[src/rtl/text_loader.sv]
// -----------------------------------------------------------------------------
// text_loader
//   Feeds the single-cycle ARM text processor. Bytes arrive over a valid/ready
//   handshake and are packed little-endian into 32-bit words, which are
//   written through the processor's data-memory write port. When a frame ends
//   the byte length goes to BASE_ADDR, the write port is handed back and start
//   is raised.
//
// Ports:
//   clk        system clock, rising edge
//   reset      asynchronous, active-low reset
//   in_valid   byte on in_data is valid
//   in_data    text byte
//   in_last    final byte of the frame (qualified by in_valid)
//   in_ready   loader accepts a byte this cycle
//   mem_sel    1 = loader owns the dmem write port
//   mem_we     word write strobe
//   mem_addr   word-aligned byte address
//   mem_wdata  word to write
//   start      level, 1 = text loaded and processor may run
//   byte_count bytes stored in the current/last frame (saturating)
//   overflow   sticky per frame, bytes were discarded
// -----------------------------------------------------------------------------
module text_loader #(
    parameter logic [31:0] BASE_ADDR   = 32'd0,
    parameter int          DEPTH_WORDS = 64
) (
    input  logic        clk,
    input  logic        reset,
    input  logic        in_valid,
    input  logic [7:0]  in_data,
    input  logic        in_last,
    output logic        in_ready,
    output logic        mem_sel,
    output logic        mem_we,
    output logic [31:0] mem_addr,
    output logic [31:0] mem_wdata,
    output logic        start,
    output logic [7:0]  byte_count,
    output logic        overflow
);

    // Text capacity in bytes; the first word of the region holds the length.
    localparam logic [7:0] CAPACITY = 8'((DEPTH_WORDS - 1) * 4);

    typedef enum logic [2:0] {IDLE, FILL, FLUSH, LEN, RUN} state_t;

    state_t      state, state_next;
    logic        armed;
    logic        xfer;
    logic        new_frame;
    logic        store;
    logic        capture;
    logic [1:0]  lane, lane_eff;
    logic [7:0]  word_idx, word_eff;
    logic [7:0]  count_eff;
    logic [31:0] pack_buf, buf_eff, word_new;

    // armed holds in_ready low for the first cycle after reset release.
    always_ff @(posedge clk or negedge reset) begin
        if (!reset) armed <= 1'b0;
        else        armed <= 1'b1;
    end

    always_ff @(posedge clk or negedge reset) begin
        if (!reset) state <= IDLE;
        else        state <= state_next;
    end

    always_comb begin
        state_next = state;
        in_ready   = 1'b0;
        mem_sel    = 1'b0;
        start      = 1'b0;
        case (state)
            IDLE: begin
                in_ready = armed;
                if (armed && in_valid) state_next = in_last ? FLUSH : FILL;
            end
            FILL: begin
                in_ready = 1'b1;
                mem_sel  = 1'b1;
                if (in_valid && in_last) state_next = FLUSH;
            end
            FLUSH: begin
                mem_sel    = 1'b1;
                state_next = LEN;
            end
            LEN: begin
                mem_sel    = 1'b1;
                state_next = RUN;
            end
            RUN: begin
                in_ready = 1'b1;
                start    = 1'b1;
                if (in_valid) state_next = in_last ? FLUSH : FILL;
            end
            default: state_next = IDLE;
        endcase
    end

    // A transfer in IDLE or RUN opens a new frame, so all per-frame
    // accounting is taken from zero rather than from the held registers.
    assign xfer      = in_valid && in_ready;
    assign new_frame = (state == IDLE) || (state == RUN);
    assign count_eff = new_frame ? 8'd0  : byte_count;
    assign lane_eff  = new_frame ? 2'd0  : lane;
    assign word_eff  = new_frame ? 8'd0  : word_idx;
    assign buf_eff   = new_frame ? 32'd0 : pack_buf;
    assign store     = xfer && (count_eff < CAPACITY);
    assign word_new  = buf_eff | ({24'd0, in_data} << {lane_eff, 3'b000});
    assign capture   = store && ((lane_eff == 2'd3) || in_last);

    // Writes are registered: a word captured on a transfer appears on the
    // port the following cycle, and addr/wdata hold between strobes.
    always_ff @(posedge clk or negedge reset) begin
        if (!reset) begin
            mem_we     <= 1'b0;
            mem_addr   <= 32'd0;
            mem_wdata  <= 32'd0;
            byte_count <= 8'd0;
            overflow   <= 1'b0;
            pack_buf   <= 32'd0;
            lane       <= 2'd0;
            word_idx   <= 8'd0;
        end else begin
            mem_we <= 1'b0;
            if (xfer) begin
                if (new_frame) overflow <= 1'b0;
                if (store) begin
                    byte_count <= count_eff + 8'd1;
                    if (capture) begin
                        mem_we    <= 1'b1;
                        mem_addr  <= BASE_ADDR + {22'd0, word_eff, 2'b00} + 32'd4;
                        mem_wdata <= word_new;
                        pack_buf  <= 32'd0;
                        lane      <= 2'd0;
                        word_idx  <= word_eff + 8'd1;
                    end else begin
                        pack_buf  <= word_new;
                        lane      <= lane_eff + 2'd1;
                        word_idx  <= word_eff;
                    end
                end else begin
                    byte_count <= count_eff;
                    overflow   <= 1'b1;
                end
            end
            // Any partial word was captured with in_last, so its write lands
            // in the FLUSH cycle; the length write is scheduled here for LEN.
            if (state == FLUSH) begin
                mem_we    <= 1'b1;
                mem_addr  <= BASE_ADDR;
                mem_wdata <= {24'd0, byte_count};
            end
        end
    end

endmodule

[config.mk]
export PLATFORM = sky130hd
export DESIGN_NAME = text_loader
export DESIGN_NICKNAME = d
export VERILOG_FILES = /design/src/rtl/text_loader.sv
export SDC_FILE = /design/constraint.sdc
export NUM_CORES = 1
export LEC_CHECK = 0
export CORE_MARGIN = 3
export CORE_UTILIZATION = 48
export DETAILED_ROUTE_END_ITERATION = 10
export GPL_TIMING_DRIVEN = 0
export PLACE_DENSITY = 0.78
export SYNTH_ARGS = -nofsm -noshare
export SYNTH_HDL_FRONTEND = slang
export SYNTH_SLANG_ARGS = --single-unit
[constraint.sdc]
create_clock -name clk -period 3 [get_ports clk]
set_clock_uncertainty 0.1 [all_clocks]
set_input_delay 0.9 -clock clk [delete_from_list [all_inputs] [get_ports clk]]
set_output_delay 0.9 -clock clk [all_outputs]
set_load 0.005 [all_outputs]
==> results of run 1 <==
[logic make-up (layout without fill, tap and decap cells)]
| group | Yosys count | in the layout | share of synthesized area [%] |
|---|---|---|---|
| adder cells (fa/ha/maj) | 3 | 3 | 0.771 |
| other | 2 | 24 | 0.154 |
| AND/OR/NAND/NOR | 119 | 119 | 12.8 |
| AO/OA/AOI/OAI | 147 | 147 | 21.2 |
| multiplexers | 25 | 25 | 5.19 |
| buffers and inverters | 70 | 150 | 8.27 |
| XOR/XNOR | 10 | 10 | 1.80 |
| flip-flops | 97 | 97 | 49.8 |
[registers in the layout, indices dropped and copies added (netlist names)]
name / flops
state: 3
mem_wdata: 32
pack_buf: 32
word_idx: 8
overflow: 1
lane: 2
mem_we: 1
armed: 1
byte_count: 8
mem_addr: 9
[how the worst max path moves through the flow]
stage | from | end | depth (start not counted)
CTS | state[0]$_DFFE_PN0P_ | start | 4
global route | state[0]$_DFFE_PN0P_ | start | 4
floorplan | state[0]$_DFFE_PN0P_ | mem_wdata[11]$_DFFE_PN0P_ | 12
global placement | reset | mem_addr[5]$_DFFE_PN0P_ | 1
finish | state[0]$_DFFE_PN0P_ | start | 4
detailed placement | state[1]$_DFFE_PN0P_ | word_idx[6]$_DFFE_PN0P_ | 10
[layout by cell type (no fill, tap or decap), types with 5 or more instances in the layout]
master and n:
nand2_1 34, a22o_1 11, nor2_1 25, a21oi_1 16, nand4_1 8, buf_2 10, a22oi_1 15, nor4_1 6
a41oi_1 7, clkdlybuf4s50_1 64, o31ai_1 19, buf_6 5, and2_1 6, dfrtp_1 97, buf_4 25, and3_1 9
o21ai_0 42, conb_1 24, nand3_1 5, o2bb2ai_1 9, a221oi_1 7, xnor2_1 7, clkbuf_1 13, clkbuf_8 10
mux2i_1 23, inv_1 14
[metal layers]
| metal | up-vias | GRT usage, % | wire (um) |
|---|---|---|---|
| met1 | 2021 | 35.0 | 5760 |
| met2 | 212 | 36.8 | 6100 |
| li1 | 1882 | - | - |
| met5 | - | 0 | 0 |
| met4 | 0 | 9.95 | 378 |
| met3 | 43 | 4.33 | 1030 |
[metrics by stage]
| stage | hold WS (ps) | setup slack [ps] | cell area, um2 |
|---|---|---|---|
| floorplan | 367 | 195 | 4950 |
| global placement | 378 | -2520 | 5770 |
| detailed placement | 373 | -500 | 5790 |
| CTS | 410 | 40.6 | 6030 |
| global route | 428 | 1.70 | 6030 |
| finish | 406 | 51.6 | 6030 |
[report_power, final]
part / switching [mW] / leakage, nW / internal, mW
sequential: 0.214 / 1.30 / 1.58
clock: 0.490 / 0.101 / 0.418
combinational: 1.13 / 1.35 / 0.868
total: 1.83 / 2.75 / 2.87
[timing repair]
action,in CTS,in global routing
pin swaps,2,0
cloned,0,0
buffers inserted,1,0
setup endpoints to repair,84,9
gates resized for setup,5,0
hold endpoints to repair,0,0
[final cells by class]
| type | count | area, um2 |
|---|---|---|
| inverter | 14 | 52.6 |
| clock buffer | 10 | 138 |
| tap | 133 | 166 |
| clock inverter | 6 | 73.8 |
| fill | 829 | 3790 |
| timing repair buffer | 67 | 696 |
| multi-input combinational | 328 | 2130 |
| buffer | 53 | 340 |
| sequential | 97 | 2430 |
==> results.json, run 1 <==
{
  "postRouteAntennaNets": 0,
  "crit_buf_inv": 2,
  "fp.dieArea_um2": 11400,
  "crit_slowest_cell": "clkdlybuf4s50_1",
  "ir_drop_mv": 0.360,
  "cts.clk_slew.worst_paths_ps": 100,
  "r2r_slack_ps": 240,
  "hold_start": "mem_wdata[22]$_DFFE_PN0P_",
  "synth_common_cells": "dfrtp_1, o21ai_0, nand2_1",
  "required_ps": 2000,
  "grt_pass1_wl_um": 21800,
  "syn_area_per_cell_um2": 10.3,
  "synth_ff_type": "dfrtp_1",
  "antenna_found_initial": 0,
  "ys_warn_count": 0,
  "worstPathCellList": "buf_6 > nor2_2 > and2_1 > clkdlybuf4s50_1",
  "async_reset_ff_share_pct": 100,
  "num_rows": 36,
  "ios": 89,
  "slew_violations": 0,
  "fin_crit_ps": 2950,
  "die_w_um": 107,
  "grt_overflow": 0,
  "globalplace.congestion": 0.943,
  "dp_hpwl_um": 9450,
  "tns_ps": 0,
  "cpPeakStageDelay_ps": 500,
  "cts_root_buf": "clkbuf_8",
  "cts.sinks": 97,
  "routed_via_density": 5.87,
  "rsz0062_at_grt": "false",
  "p_leak_nw": 2.75,
  "finalHoldViolCount": 0,
  "core_um2": 9820,
  "path_class": "reg -> out",
  "period_share_pct": 98.3,
  "routed_wl_um": 13300,
  "worstSkewPairLatency_ps": 380,
  "die_y_um": 107,
  "detail_route.wl_per_cell_um": 18.8,
  "dp.cells": 694,
  "yosysTopAreaCell": "dfrtp_1",
  "synth_cell_types": 58,
  "initial_core_util_pct": 49.6,
  "r2r-start": "state[0]$_DFFE_PN0P_",
  "grt_max_degree": 50,
  "syn_area_um2": 4870,
  "ctsHtreeMaxLevel": 3,
  "total_power_mw": 4.70,
  "instances_no_fill": 708,
  "cts_buffers": 9,
  "relSlewSlack_pct": 34.8,
  "run_status": "finished, final reports clean",
  "layout-drive-gt1-share_pct": 13.2,
  "yosysMostFrequentCell": "dfrtp_1",
  "power.density_nw_per_um2": 780,
  "num_vias": 4158,
  "drc": 0,
  "cts_tree": "built",
  "synth_top_area_share_pct": 49.8,
  "synth-edff-count": 0,
  "synthTopCellsByArea": "dfrtp_1, mux2i_1, o21ai_0",
  "syn_to_final_growth_pct": 23.7,
  "netlist_instances": 473,
  "setup_violations": 0,
  "final_core_util_pct": 61.4,
  "min_to": "mem_wdata[22]$_DFFE_PN0P_",
  "start_kind": "flop",
  "antenna_cells": 0,
  "cp_top_family": "buffers and inverters",
  "hold_buffers": 0,
  "fmax_mhz": 339,
  "cp.arrival_ps": 1950,
  "crit_fanout": 10,
  "drtIter0Drc": 368,
  "crit_path_end_kind": "output port",
  "track_usage_pct": 24.4,
  "clock_path_buffers": 2,
  "drv_cap": 0,
  "r2r-end": "mem_wdata[2]$_DFFE_PN0P_",
  "r2r_cells": 8,
  "min_path_cells": 1,
  "finalNetCount": 585,
  "synth_seq_cells": 97,
  "yosysSeqAreaShare_pct": 49.8,
  "worst_pin_slew_ps": 964,
  "drt_first_pass_iters": 5,
  "grt_pass1_vias": 4102,
  "io_buffer_count": 65,
  "hold_class": "reg -> reg"
}
No activity file was read; power rests on OpenSTA's default activity.
==> run 2, diff against run 1 <==
Settings changed: REMOVE_ABC_BUFFERS set to 1, SETUP_SLACK_MARGIN set to 0.1.
==> run 2 against run 1 <==
  * Design area is 3.6% lower
  * Global-route usage shrank 3.2 points
  * Total power shrank 2.4%
  * Maximum frequency grew 4.6%
  * Cell count decreased by 5.8%
  * Hold slack worse by 9.0 ps
  * Largest power group unchanged
==> results.json, run 2 (same netlist as run 1, synthesis figures left out) <==
{
  "die_y_um": 107,
  "die_w_um": 107,
  "worstSkewPairLatency_ps": 360,
  "ios": 89,
  "cts.sinks": 97,
  "globalplace.congestion": 0.811,
  "run_status": "finished, final reports clean",
  "setup_ws_ps": 180,
  "worstPathCellList": "nor2_4 > and2_1 > clkdlybuf4s50_1",
  "crit_path_end_kind": "output port",
  "layout_common_cells": "dfrtp_1, clkdlybuf4s50_1, o21ai_0, nand2_1, nor2_1",
  "finalHoldViolCount": 0,
  "pre_cts_slack_ps": -674,
  "num_rows": 36,
  "hold_buffers": 0,
  "grt_pass1_vias": 3683,
  "instances_no_fill": 667,
  "track_usage_pct": 21.2,
  "num_vias": 4023,
  "multiInputGateArea_um2": 2180,
  "finalNetCount": 545,
  "final_common_cell": "dfrtp_1",
  "drt_first_pass_iters": 5,
  "detail_route.wl_per_cell_um": 18.2,
  "hold_class": "reg -> reg",
  "clock_path_buffers": 2,
  "layout-drive-gt1-share_pct": 9.36,
  "rsz0062_at_grt": "false",
  "grt_overflow": 0,
  "cp.arrival_ps": 1820,
  "io_buffer_count": 65,
  "fp.dieArea_um2": 11400,
  "relSlewSlack_pct": 18.8,
  "hold_slack_ps": 397,
  "routed_wl_um": 12100,
  "setup_violations": 0,
  "grt_pass1_wl_um": 19300,
  "ir_drop_mv": 0.393,
  "cpPeakStageDelay_ps": 560,
  "antenna_found_initial": 0,
  "routed_via_density": 6.03,
  "period_share_pct": 94.0,
  "cp_top_family": "flip-flops",
  "cts_buffers": 9,
  "dp.cells": 639,
  "cts_root_buf": "clkbuf_8",
  "start_kind": "flop",
  "path_class": "reg -> out",
  "power.density_nw_per_um2": 790,
  "fin_crit_ps": 2820,
  "grt_max_degree": 57,
  "seqCellArea_um2": 2430,
  "fillers": 860,
  "ctsHtreeMaxLevel": 3,
  "top_regs": "mem_wdata (32), pack_buf (32), mem_addr (9)",
  "fmax_mhz": 355,
  "fin_area_um2": 5810,
  "syn_to_final_growth_pct": 19.3,
  "required_ps": 2000,
  "worst_pin_slew_ps": 1220,
  "postRouteAntennaNets": 0,
  "crit_slowest_cell": "dfrtp_4",
  "dp_hpwl_um": 7650,
  "slew_violations": 0,
  "drc": 0,
  "core_um2": 9820,
  "initial_core_util_pct": 49.6,
  "cts.clk_slew.worst_paths_ps": 90,
  "antenna_cells": 0,
  "total_power_mw": 4.59,
  "drv_cap": 0,
  "p_leak_nw": 2.61,
  "crit_fanout": 10,
  "drtIter0Drc": 335,
  "cts_tree": "built",
  "place_area_um2": 5470,
  "crit_buf_inv": 1
}
## run 2: cell types whose count changed in the layout (fill, tap and decap cells not counted), moves of 4 or more
cell / change
buf_2: -10
buf_4: -13
clkbuf_1: -12
buf_6: -4
## run 2: area by class of cell
class | instances | area share [%]
sequential | 97 | 41.9
inverter | 14 | 0.905
clock buffer | 10 | 2.20
timing repair buffer | 79 | 13.6
clock inverter | 5 | 0.969
tap | 133 | 2.86
multi-input combinational | 329 | 37.6
## run 2: path summary, 6_finish.rpt
check	start	cells after the start	end	slack, ps
max in group asynchronous	reset	2	mem_addr[8]$_DFFE_PN0P_	1710
hold reg to reg	mem_wdata[22]$_DFFE_PN0P_	1	mem_wdata[22]$_DFFE_PN0P_	400
setup reg to reg	state[0]$_DFFE_PN0P_	8	mem_wdata[23]$_DFFE_PN0P_	350
hold / removal	mem_wdata[22]$_DFFE_PN0P_	1	mem_wdata[22]$_DFFE_PN0P_	400
setup / recovery	state[1]$_DFFE_PN0P_	3	start	180
min in group asynchronous	reset	1	mem_wdata[27]$_DFFE_PN0P_	420
## run 2: repair_timing
item | in CTS | in global routing
gates cloned | 0 | 1
pin swaps | 0 | 5
setup endpoints to repair | 71 | 23
buffers inserted | 3 | 9
gates resized for setup | 14 | 1
## run 2: layer usage
metal  vias up  wire, um  global-route usage [%]
met1      2005      5250                    29.6
met5         -         0                       0
met4         0       236                    7.12
li1       1808         -                       -
met3        22       813                    3.85
met2       188      5850                    33.5
## run 2: through the flow
step / TNS [ps] / util [%]
floorplan: -4.74 / -
global placement: -281120 / 55.2
detailed placement: -28520 / 55.7
CTS: 0 / 58.3
global route: 0 / 59.2
finish: 0 / 59.2
## run 2: power by group
group	internal [mW]	switching, mW	leakage [nW]
combinational	0.862	1.05	1.21
sequential	1.59	0.251	1.30
clock	0.382	0.452	0.0925
==> run 3, diff against run 2 <==
Settings changed: CORE_UTILIZATION 48 to 57, DONT_BUFFER_PORTS set to 1, PLACE_DENSITY 0.78 to not set, PLACE_DENSITY_LB_ADDON set to 0.15.
==> run 3 against run 2 <==
  * Combinational power is 29% lower
  * Sequential power is 3% higher
  * Clock-buffer cell count stayed put
  * Clock power is 5.6% higher
  * Via count is 10% lower
  * Critical path depth is 3 higher
  * Critical endpoint is now mem_addr[6]$_DFFE_PN0P_
==> results.json, run 3 (same netlist as run 1, synthesis figures left out) <==
{
  "run_status": "finished, final reports clean",
  "io_buffer_count": 0,
  "worst_pin_slew_ps": 1280,
  "antenna_cells": 0,
  "ctsHtreeMaxLevel": 3,
  "ir_drop_mv": 0.451,
  "core_um2": 8260,
  "cp.arrival_ps": 2870,
  "p_leak_nw": 2.33,
  "power.density_nw_per_um2": 822,
  "pwr-share-comb_pct": 32.9,
  "clock_path_buffers": 2,
  "cts_buffers": 9,
  "swShare_pct": 39.7,
  "drc": 0,
  "fmax_mhz": 369,
  "hold_buffers": 0,
  "finalNetCount": 471,
  "ios": 89,
  "pre_cts_slack_ps": -760,
  "cts.clk_slew.worst_paths_ps": 100,
  "die_w_um": 98.4,
  "path_class": "reg -> reg",
  "dp_hpwl_um": 7140,
  "routed_via_density": 6.37,
  "finalHoldViolCount": 0,
  "total_power_mw": 4.14,
  "slew_violations": 0,
  "drv_cap": 0,
  "hold_class": "in -> async",
  "fp.dieArea_um2": 9690,
  "layout-drive-gt1-share_pct": 8.89,
  "setup_ws_ps": 293,
  "num_vias": 3603,
  "pwr-share-clk_pct": 21.3,
  "p_int_mw": 2.50,
  "cts.sinks": 97,
  "drtIter0Drc": 302,
  "crit_path_end_kind": "flop",
  "grt_overflow": 0,
  "power.switching_mw": 1.65,
  "antenna_found_initial": 0,
  "grt_pass1_wl_um": 18900,
  "layout_common_cells": "dfrtp_1, o21ai_0, nand2_1, nor2_1, conb_1",
  "crit_slowest_cell": "dfrtp_2",
  "worstSkewPairLatency_ps": 370,
  "top_regs": "mem_wdata (32), pack_buf (32), mem_addr (9)",
  "period_share_pct": 90.2,
  "place_area_um2": 4770,
  "relSlewSlack_pct": 14.8,
  "setup_violations": 0,
  "fin_area_um2": 5040,
  "postRouteAntennaNets": 0,
  "grt_pass1_vias": 3495,
  "final_common_cell": "dfrtp_1",
  "required_ps": 3160,
  "cp_top_family": "simple AND/OR/NAND/NOR gates",
  "seqPwrFrac_pct": 45.8,
  "start_kind": "flop",
  "globalplace.congestion": 0.830,
  "instances_no_fill": 566,
  "crit_buf_inv": 0,
  "cts_root_buf": "clkbuf_8",
  "tns_ps": 0,
  "drt_first_pass_iters": 5,
  "fillers": 680,
  "cts_tree": "built",
  "crit_fanout": 27,
  "grt_max_degree": 98,
  "track_usage_pct": 24.5,
  "die_y_um": 98.4,
  "detail_route.wl_per_cell_um": 20.3,
  "fin_crit_ps": 2710,
  "worstPathCellList": "or2_4 > and2_1 > ha_1 > or2_4 > nand3_4 > a31o_2",
  "syn_to_final_growth_pct": 3.49,
  "cpPeakStageDelay_ps": 610,
  "routed_wl_um": 11500,
  "worst_path_most_repeated_cell": "or2_4",
  "num_rows": 33,
  "initial_core_util_pct": 59.0,
  "rsz0062_at_grt": "false",
  "dp.cells": 546
}
run 3: path summary, 6_finish.rpt:
kind                                          start                   endpoint  slack [ps]  depth (start not counted)
hold reg to reg            pack_buf[16]$_DFFE_PN0P_   pack_buf[16]$_DFFE_PN0P_         410                          2
hold / removal                                reset  mem_wdata[30]$_DFFE_PN0P_         110                          0
setup / recovery               state[0]$_DFFE_PN0P_    mem_addr[6]$_DFFE_PN0P_         290                          6
min in group clk           pack_buf[16]$_DFFE_PN0P_   pack_buf[16]$_DFFE_PN0P_         410                          2
max in group asynchronous                     reset   pack_buf[26]$_DFFE_PN0P_        2490                          0
setup reg to reg               state[0]$_DFFE_PN0P_    mem_addr[6]$_DFFE_PN0P_         290                          6
run 3: layout make-up:
| class | count | area, um2 | area share [%] |
|---|---|---|---|
| Sequential cell | 97 | 2430 | 48.2 |
| Multi-Input combinational cell | 329 | 2160 | 42.9 |
| Clock buffer | 10 | 138 | 2.73 |
| Tap cell | 105 | 131 | 2.61 |
| Clock inverter | 6 | 65.1 | 1.29 |
| Timing Repair Buffer | 5 | 61.3 | 1.22 |
| Inverter | 14 | 52.6 | 1.04 |
run 3: metrics by stage:
step                hold slack [ps]  util (%)
floorplan                       367         -
global placement                381      57.3
detailed placement              389      57.8
CTS                             104      60.6
global route                   94.5      61.0
finish                          111      61.0
run 3: what timing repair did:
action | CTS | global route
gates resized for setup | 7 | 1
pin swaps | 1 | 1
endpoints found under the setup margin | 69 | 35
cloned | 1 | 0
buffers inserted | 0 | 3
run 3: routing by layer:
layer	vias up	GRT usage, %	routed length (um)	part of all wire [%]
li1	1658	-	-	-
met1	1798	35.5	5090	44
met2	126	37.0	5450	47
met3	21	4.95	801	7.0
met4	0	8.72	179	1.6
met5	-	0	0	0
run 3: power groups by stage:
| stage | registers, mW | clock network, mW | logic, mW |
|---|---|---|---|
| after global routing | 1.95 | 0.952 | 1.52 |
| final | 1.90 | 0.881 | 1.36 |
| after detailed placement | 1.92 | 0 | 1.28 |
| after floorplan | 1.82 | 0 | 0.965 |
| after global placement | 1.91 | 0 | 1.24 |
| after CTS | 1.90 | 0.894 | 1.31 |
